### src/rtl/operand_packer_pkg.sv
// Shared defaults for the operand packer: element width, lanes per vector and
// the width of the emitted-vector counter.
package operand_packer_pkg;

  localparam int DEF_BIT_WIDTH = 18;
  localparam int DEF_N         = 4;
  localparam int VEC_CNT_W     = 16;

endpackage

### src/rtl/operand_packer_if.sv
// Element-stream input and packed-vector output of the operand packer.
// The slave modport is the packer's view; master is the surrounding logic.
interface operand_packer_if
  import operand_packer_pkg::*;
#(
  parameter int BIT_WIDTH = DEF_BIT_WIDTH,
  parameter int N         = DEF_N
);

  logic                        s_valid;
  logic                        s_ready;
  logic signed [BIT_WIDTH-1:0] s_a;
  logic signed [BIT_WIDTH-1:0] s_b;
  logic                        s_last;
  logic                        m_valid;
  logic                        m_ready;
  logic [BIT_WIDTH*N-1:0]      m_a;
  logic [BIT_WIDTH*N-1:0]      m_b;
  logic [VEC_CNT_W-1:0]        vec_cnt;

  modport slave (
    input  s_valid, s_a, s_b, s_last, m_ready,
    output s_ready, m_valid, m_a, m_b, vec_cnt
  );

  modport master (
    output s_valid, s_a, s_b, s_last, m_ready,
    input  s_ready, m_valid, m_a, m_b, vec_cnt
  );

endinterface

### src/rtl/operand_packer_lane_reg.sv
// One assembly lane: load wins over clear, so the first element of a new
// vector can be written while the remaining lanes are zeroed.
module packer_lane_reg #(
  parameter int BIT_WIDTH = 18
) (
  input  logic                        clk,
  input  logic                        rst,
  input  logic                        ld,
  input  logic                        clr,
  input  logic signed [BIT_WIDTH-1:0] d,
  output logic signed [BIT_WIDTH-1:0] q
);

  always_ff @(posedge clk) begin
    if (rst) begin
      q <= '0;
    end else if (ld) begin
      q <= d;
    end else if (clr) begin
      q <= '0;
    end
  end

endmodule

### src/rtl/operand_packer.sv
// Packs a stream of (a, b) element pairs into N-lane vector pairs for a
// multiply-add tree; one assembly stage (p0) feeds one output stage (p1).
module operand_packer
  import operand_packer_pkg::*;
#(
  parameter int BIT_WIDTH = DEF_BIT_WIDTH,
  parameter int N         = DEF_N
) (
  input  logic             clk,
  input  logic             rst,
  operand_packer_if.slave  bus
);

  localparam int IDX_W = (N > 1) ? $clog2(N) : 1;
  localparam logic [IDX_W-1:0] LAST_LANE = IDX_W'(N - 1);

  logic [IDX_W-1:0]            lane_idx_p0;
  logic                        pend_p0;
  logic signed [BIT_WIDTH-1:0] asm_a_p0 [N];
  logic signed [BIT_WIDTH-1:0] asm_b_p0 [N];

  logic [BIT_WIDTH*N-1:0]      a_p1;
  logic [BIT_WIDTH*N-1:0]      b_p1;
  logic                        vld_p1;
  logic [VEC_CNT_W-1:0]        vec_cnt_p1;

  logic                        in_fire;
  logic                        out_fire;
  logic                        out_free;
  logic                        complete;
  logic                        start;
  logic                        release_pend;
  logic [BIT_WIDTH*N-1:0]      nxt_a_pk;
  logic [BIT_WIDTH*N-1:0]      nxt_b_pk;
  logic [BIT_WIDTH*N-1:0]      asm_a_pk;
  logic [BIT_WIDTH*N-1:0]      asm_b_pk;

  assign in_fire      = bus.s_valid && !pend_p0;
  assign out_fire     = vld_p1 && bus.m_ready;
  assign out_free     = !vld_p1 || bus.m_ready;
  assign complete     = in_fire && (bus.s_last || (lane_idx_p0 == LAST_LANE));
  assign start        = in_fire && (lane_idx_p0 == '0);
  assign release_pend = pend_p0 && bus.m_ready;

  // ---- stage p0: lane assembly ----
  for (genvar k = 0; k < N; k++) begin : g_lane
    packer_lane_reg #(.BIT_WIDTH(BIT_WIDTH)) u_lane_a (
      .clk (clk),
      .rst (rst),
      .ld  (in_fire && (lane_idx_p0 == IDX_W'(k))),
      .clr (start),
      .d   (bus.s_a),
      .q   (asm_a_p0[k])
    );
    packer_lane_reg #(.BIT_WIDTH(BIT_WIDTH)) u_lane_b (
      .clk (clk),
      .rst (rst),
      .ld  (in_fire && (lane_idx_p0 == IDX_W'(k))),
      .clr (start),
      .d   (bus.s_b),
      .q   (asm_b_p0[k])
    );
  end

  // Vector as it stands after the current beat; lanes beyond it are zero even
  // when the assembly registers still hold the previous vector.
  always_comb begin
    nxt_a_pk = '0;
    nxt_b_pk = '0;
    asm_a_pk = '0;
    asm_b_pk = '0;
    for (int k = 0; k < N; k++) begin
      asm_a_pk[k*BIT_WIDTH +: BIT_WIDTH] = asm_a_p0[k];
      asm_b_pk[k*BIT_WIDTH +: BIT_WIDTH] = asm_b_p0[k];
      if (IDX_W'(k) == lane_idx_p0) begin
        nxt_a_pk[k*BIT_WIDTH +: BIT_WIDTH] = bus.s_a;
        nxt_b_pk[k*BIT_WIDTH +: BIT_WIDTH] = bus.s_b;
      end else if (IDX_W'(k) < lane_idx_p0) begin
        nxt_a_pk[k*BIT_WIDTH +: BIT_WIDTH] = asm_a_p0[k];
        nxt_b_pk[k*BIT_WIDTH +: BIT_WIDTH] = asm_b_p0[k];
      end
    end
  end

  always_ff @(posedge clk) begin
    if (rst) begin
      lane_idx_p0 <= '0;
      pend_p0     <= 1'b0;
    end else begin
      if (in_fire) begin
        lane_idx_p0 <= complete ? '0 : lane_idx_p0 + IDX_W'(1);
      end else if (release_pend) begin
        lane_idx_p0 <= '0;
      end
      if (complete && !out_free) begin
        pend_p0 <= 1'b1;
      end else if (release_pend) begin
        pend_p0 <= 1'b0;
      end
    end
  end

  // ---- stage p1: output register ----
  always_ff @(posedge clk) begin
    if (rst) begin
      a_p1       <= '0;
      b_p1       <= '0;
      vld_p1     <= 1'b0;
      vec_cnt_p1 <= '0;
    end else begin
      if (out_fire) begin
        vec_cnt_p1 <= vec_cnt_p1 + VEC_CNT_W'(1);
      end
      if (complete && out_free) begin
        a_p1   <= nxt_a_pk;
        b_p1   <= nxt_b_pk;
        vld_p1 <= 1'b1;
      end else if (release_pend) begin
        a_p1   <= asm_a_pk;
        b_p1   <= asm_b_pk;
        vld_p1 <= 1'b1;
      end else if (out_fire) begin
        vld_p1 <= 1'b0;
      end
    end
  end

  assign bus.s_ready = !pend_p0;
  assign bus.m_valid = vld_p1;
  assign bus.m_a     = a_p1;
  assign bus.m_b     = b_p1;
  assign bus.vec_cnt = vec_cnt_p1;

endmodule

### src/flat_wrapper.sv
// flat-port wrapper written by rule: the top's interface ports become plain ports
module operand_packer_flat import operand_packer_pkg::*;
#(
  parameter int BIT_WIDTH = DEF_BIT_WIDTH,
  parameter int N         = DEF_N
)
  (clk, rst, bus_s_valid, bus_s_a, bus_s_b, bus_s_last, bus_m_ready, bus_s_ready, bus_m_valid, bus_m_a, bus_m_b, bus_vec_cnt);
  operand_packer_if #(.BIT_WIDTH(BIT_WIDTH), .N(N)) bus_i ();
  input  logic clk;
  input  logic rst;
  input wire logic [$bits(bus_i.s_valid)-1:0] bus_s_valid;
  input wire logic [$bits(bus_i.s_a)-1:0] bus_s_a;
  input wire logic [$bits(bus_i.s_b)-1:0] bus_s_b;
  input wire logic [$bits(bus_i.s_last)-1:0] bus_s_last;
  input wire logic [$bits(bus_i.m_ready)-1:0] bus_m_ready;
  output wire logic [$bits(bus_i.s_ready)-1:0] bus_s_ready;
  output wire logic [$bits(bus_i.m_valid)-1:0] bus_m_valid;
  output wire logic [$bits(bus_i.m_a)-1:0] bus_m_a;
  output wire logic [$bits(bus_i.m_b)-1:0] bus_m_b;
  output wire logic [$bits(bus_i.vec_cnt)-1:0] bus_vec_cnt;
  assign bus_i.s_valid = bus_s_valid;
  assign bus_i.s_a = bus_s_a;
  assign bus_i.s_b = bus_s_b;
  assign bus_i.s_last = bus_s_last;
  assign bus_i.m_ready = bus_m_ready;
  assign bus_s_ready = bus_i.s_ready;
  assign bus_m_valid = bus_i.m_valid;
  assign bus_m_a = bus_i.m_a;
  assign bus_m_b = bus_i.m_b;
  assign bus_vec_cnt = bus_i.vec_cnt;
  operand_packer #(.BIT_WIDTH(BIT_WIDTH), .N(N)) u_core (.clk(clk), .rst(rst), .bus(bus_i));
endmodule
### config.mk
export PLATFORM = sky130hd
export DESIGN_NAME = operand_packer_flat
export DESIGN_NICKNAME = d
export VERILOG_FILES = /design/src/rtl/operand_packer_pkg.sv /design/src/rtl/operand_packer_if.sv /design/src/rtl/operand_packer_lane_reg.sv /design/src/rtl/operand_packer.sv /design/src/flat_wrapper.sv
export SDC_FILE = /design/constraint.sdc
export NUM_CORES = 1
export LEC_CHECK = 0
export CAP_MARGIN = 20
export CORE_AREA = 2 2 188 190
export DETAILED_ROUTE_END_ITERATION = 16
export DIE_AREA = 0 0 190 192
export GPL_TIMING_DRIVEN = 0
export SETUP_SLACK_MARGIN = 0.3
export SLEW_MARGIN = 20
export SYNTH_ARGS = -nofsm -noshare
export SYNTH_HDL_FRONTEND = slang
export SYNTH_SLANG_ARGS = --single-unit
### constraint.sdc
create_clock -name clk -period 2.7 [get_ports clk]
set_clock_uncertainty 0.1 [all_clocks]
set_input_delay 0.27 -clock clk [delete_from_list [all_inputs] [get_ports clk]]
set_output_delay 0.27 -clock clk [all_outputs]
set_load 0.005 [all_outputs]
==> impl_metrics.ini, run 1 <==
[status]
outcome = completed

[clock_network]
hold_buffers = 0
tritoncts = yes
clk_pin_slew_ps = 60
clock-root-buffer = clkbuf_16
cts_htree_levels = 2
clock_latency_ps = 520
clockBufferDepth = 3
cts_buffers = 35
cts.sinks = 308

[global_route]
grt_pass1_wl_um = 59100
overflow = 0
grt_antenna_before_repair = 0
grt_max_degree = 14
grtUsageTotal = 0.209
grt_pass1_vias = 9866

[setup_path]
worstSetupPathType = flop to flop
worst-path-max-fanout = 10
cpPeakStageDelay_ps = 570
critPathCaptureType = flop
start_kind = flop
crit_chain = ha_2 -> nor2_4 -> nor4_4 -> clkbuf_1 -> and2_1 -> a221o_1
critPathTopFamily = simple AND/OR/NAND/NOR gates
crit_arrival_ps = 2630
crit_path_top_delay_cell = nor4_4
critPathRequiredTime_ps = 3060
cp_num_buf_inv = 1

[sta]
tightest_slew_ps = 702
worst_slack_ps = 425
clock.fmax_mhz = 440
worst_hold_slack_ps = 148
rsz0062_at_grt = yes
finalHoldViolations = 0
tns_ps = 0
setup_viol = 0
slew_headroom = 0.532
period_minus_slack_ps = 2270
timing.final.crit_share = 0.843
slew_violations = 0

[layout]
final_cell_mix = dfxtp_1 (308), clkdlybuf4s50_1 (201), nor2_1 (198), nand2_1 (151), a22oi_1 (108)
final_core_util = 0.461
area_growth_pct = 32.4
layout.cells.non_filler = 1979
nNetsFinal = 1544
antenna_cells = 0
fill_cells = 3275
fin_area_um2 = 15800
drive_gt1_frac = 0.112
layout_commonest_cell = dfxtp_1

[logic_synthesis]
synth_largest_area_cell = dfxtp_1
synth_edf_count = 0
ys.flop_type = dfxtp_1
yosysSeqAreaShare = 0.517
ys_types = 44
post-synth-top-area-fraction = 0.517
synthArstFlopShare = 0
yosysWarnings = 0
syn_nets = 1301
synth_top_cells_by_area = dfxtp_1 (52%), a22oi_1 (6.8%), nor2_1 (6.2%)
syn-cell-area_um2 = 11900
avgSynthCellArea_um2 = 9.51
syn_inst = 1255
ys_ff_latch = 308

[die]
rows = 68
dieArea_um2 = 36500
chipHeight_um = 192
dieWidth_um = 190
io_pins = 203
start_util = 0.348
coreArea_um2 = 34300

[route]
drc = 0
vias = 10500
finalWirelength_um = 39100
wl_per_cell_um = 19.7
ant_nets = 0
first_iter_violations = 835
drt-pass1-iter-count = 6
vias_per_cell = 5.31

[flow_run]
maxCapViolCount = 0

[pwr]
leakagePower_nw = 5.76
ir_worst_vdd_uv = 466
total_power_mw = 10.7
pwr_density_cell_nw_per_um2 = 676

[place]
dp_cells = 1911
dp.final_hpwl_um = 27900
placed_cell_area_um2 = 14500
dp_slack_ps = -39.0
gp_congestion = 0.874
io_buffers = 201

[hold_path]
hold_class = input port to flop
## final timing paths
check,startpoint,to,slack (ps),depth (start not counted)
min,rst,u_core.bus.vec_cnt[15],150,3
min reg2reg,u_core.g_lane[0].u_lane_b.q[9],u_core.g_lane[0].u_lane_b.q[9],350,2
max,u_core.lane_idx_p0[1],u_core.bus.m_b[48],430,6
max reg2reg,u_core.lane_idx_p0[1],u_core.bus.m_b[48],430,6
## cell type report
| cell class | instances | area (µm²) | share of cell area |
|---|---|---|---|
| tap | 455 | 569 | 0.0361 |
| multi-input combinational | 829 | 5170 | 0.328 |
| clock inverter | 13 | 158 | 0.00998 |
| buffer | 112 | 607 | 0.0384 |
| clock buffer | 50 | 1030 | 0.0655 |
| sequential | 308 | 6170 | 0.390 |
| timing repair buffer | 206 | 2060 | 0.131 |
| inverter | 6 | 22.5 | 0.00143 |
## cell usage after synthesis, drive strengths merged (7+ instances only)
| master | instances |
|---|---|
| a221o | 72 |
| nand2 | 151 |
| clkbuf | 64 |
| a21oi | 42 |
| a311oi | 36 |
| nand3 | 7 |
| a22oi | 108 |
| and2 | 75 |
| xnor2 | 8 |
| a221oi | 36 |
| nor3 | 44 |
| dfxtp | 308 |
| buf | 48 |
| nor2 | 200 |
## repair_timing
| item | 4_1_cts | 5_1_grt |
|---|---|---|
| gates cloned | 0 | 0 |
| setup endpoints to repair | 147 | 210 |
| gates resized for setup | 5 | 25 |
| setup buffers | 2 | 3 |
| pin swaps | 2 | 3 |
## layer usage
layer	part of all wire	vias to the layer above	global-route usage
met4	0.026	0	0.0605
met1	0.45	5064	0.285
li1	-	4990	-
met3	0.068	68	0.0340
met5	0	-	0
met2	0.46	394	0.340
## report_power, final
group | internal, mW | switching (mW) | leakage (nW)
combinational | 0.416 | 0.625 | 2.67
sequential | 4.69 | 0.0827 | 2.50
clock | 2.96 | 1.91 | 0.590
total | 8.06 | 2.62 | 5.76
## sequential cells by signal, summed over array words and instances (netlist names)
signal / cells
u_core.bus.vec_cnt: 16
u_core.g_lane.u_lane_b.q: 72
u_core.lane_idx_p0: 2
u_core.bus.m_valid: 1
u_core.bus.m_b: 72
u_core.g_lane.u_lane_a.q: 72
u_core.bus.m_a: 72
u_core.pend_p0: 1
## cells by family (layout without fill, tap and decap cells)
| logic type | Yosys count | after routing | synth area share |
|---|---|---|---|
| multiplexers | 1 | 1 | 0.000944 |
| AND/OR/NAND/NOR | 506 | 506 | 0.193 |
| XOR/XNOR | 12 | 12 | 0.00881 |
| flip-flops | 308 | 308 | 0.517 |
| buffers and inverters | 118 | 387 | 0.0511 |
| AO/OA/AOI/OAI | 305 | 305 | 0.224 |
| adder cells (fa/ha/maj) | 5 | 5 | 0.00524 |
## worst register-to-register path, stage by stage, from the launching register on
cell	delay [ps]
dfxtp_1	420
ha_2	310
nor2_4	110
nor4_4	570
clkbuf_1	420
and2_1	200
a221o_1	100
No activity file was read; power rests on OpenSTA's default activity.
==> run 2: changes to the inputs <==
- clock period: 2.7 -> 2.24 ns (I/O delays scaled with it)
==> run 2 against run 1 <==
  * First-iteration DRC count shrank 3.0%
  * Fmax grew 13%
  * Clock-buffer cell count did not move
  * Final cell count increased by 3.0%
  * Sequential share of layout area decreased by 3.4 points
  * Via count up 3.6%
  * Critical path type unchanged
  * Largest cell class unchanged
  * Highest routed layer unchanged
==> impl_metrics.ini, run 2 (synthesized netlist as in run 1, its figures left out) <==
[setup_path]
crit_arrival_ps = 2290
critPathCaptureType = flop
rrSetupSlack_ps = 230
rr_worst_depth = 7
start_kind = flop
reg2reg_to = u_core.bus.m_b[70]
worst-path-max-fanout = 7
critPathRequiredTime_ps = 2510
worstSetupPathType = flop to flop
worstReg2RegStart = u_core.lane_idx_p0[1]

[sta]
setup_viol = 0
tns_ps = 0
clock.fmax_mhz = 496
rsz0062_at_grt = yes
slew_headroom = 0.476
period_minus_slack_ps = 2010
slew_violations = 0
timing.final.crit_share = 0.899
worst_slack_ps = 225
tightest_slew_ps = 785
finalHoldViolations = 0

[route]
vias_per_cell = 5.35
finalWirelength_um = 42100
drt-pass1-iter-count = 5
first_iter_violations = 810
drc = 0
highest_layer = met4
vias = 10900
ant_nets = 0
wl_met1_um = 18400
dr_wl_met2_um = 19400
wl_met3_um = 3000
wl_per_cell_um = 20.6

[place]
gp_congestion = 0.874
dp_slack_ps = -453
dp.final_hpwl_um = 27900
io_buffers = 201

[pwr]
pwr_density_cell_nw_per_um2 = 763
leakagePower_nw = 6.44
ir_worst_vdd_uv = 531
total_power_mw = 13.2

[clock_network]
cts_htree_levels = 2
clock_latency_ps = 520
clock-root-buffer = clkbuf_16
cts.sinks = 308
tritoncts = yes
clk_pin_slew_ps = 60
clockBufferDepth = 3
cts_buffers = 35

[global_route]
grt_pass1_vias = 10200
grtUsageTotal = 0.217
overflow = 0
grt_antenna_before_repair = 0
grt_max_degree = 14
grt_pass1_wl_um = 61200

[die]
io_pins = 203
start_util = 0.348
dieArea_um2 = 36500
rows = 68
coreArea_um2 = 34300
chipHeight_um = 192
dieWidth_um = 190

[layout]
final_core_util = 0.505
nNetsFinal = 1603
layout_commonest_cell = dfxtp_1
fill_cells = 3092
final_cell_mix = dfxtp_1 (305), clkdlybuf4s50_1 (200), nor2_1 (195), nand2_1 (134), a22oi_1 (107)
area_growth_pct = 45.3
antenna_cells = 0
drive_gt1_frac = 0.213

[hold_path]
hold_class = input port to flop
hold_path_end = u_core.bus.vec_cnt[15]
min_from = rst
holdPathStages = 3

[status]
outcome = completed

[flow_run]
maxCapViolCount = 0
==> run 2: cell types whose count changed in the layout (fill, tap and decap cells not counted), sizes merged <==
| cell | delta |
|---|---|
| dlygate4sd2 | +1 |
| clkbuf | -7 |
| clkdlybuf4s50 | -1 |
| buf | +66 |
==> run 2: final cells by class <==
class / count / area [µm²] / share of cell area
inverter: 6 / 27.5 / 0.00159
buffer: 111 / 901 / 0.0520
multi-input combinational: 829 / 5670 / 0.327
tap: 455 / 569 / 0.0328
clock inverter: 13 / 158 / 0.00910
clock buffer: 50 / 1030 / 0.0596
timing repair buffer: 266 / 2800 / 0.162
sequential: 308 / 6170 / 0.356
==> run 2: worst max path at each step <==
stage | startpoint | endpoint | cells after the start
floorplan | u_core.lane_idx_p0[1] | u_core.bus.m_a[54] | 7
global placement | rst | u_core.bus.m_valid | 5
detailed placement | rst | u_core.g_lane[3].u_lane_a.q[17] | 5
CTS | u_core.lane_idx_p0[0] | u_core.bus.m_b[15] | 11
global route | u_core.lane_idx_p0[0] | u_core.bus.m_b[15] | 11
finish | u_core.lane_idx_p0[1] | u_core.bus.m_b[70] | 7
==> run 2: what timing repair did <==
action / CTS / global route
gates cloned: 5 / 7
pin swaps: 32 / 85
hold buffers: 0 / 0
setup endpoints to repair: 305 / 275
buffers inserted: 35 / 18
resized for setup: 111 / 184
==> run 2: stage by stage <==
stage	std cells	cell area (µm²)	hold WS (ps)
after floorplan	1255	11900	260
after global placement	1911	14500	343
after detailed placement	1911	14500	347
after CTS	2013	16500	95.5
after global routing	2038	17300	155
final	2038	17300	113
==> run 2: power breakdown <==
group,total (mW),switching (mW),internal (mW)
combinational,1.58,0.875,0.708
sequential,5.75,0.103,5.65
clock,5.88,2.31,3.57
==> run 2: metal layers <==
metal  GRT usage  up-vias
li1            -     5124
met1       0.291     5272
met2       0.354      425
met3      0.0375       78
met4      0.0665        0
met5           0        -
==> run 2: worst max-delay path, stage by stage, from the launching register on <==
cell      delay [ps]
dfxtp_4          380
ha_4             180
nor2_4            80
or3_4            390
buf_12           160
buf_12           140
a221oi_4         350
nor3_2            80
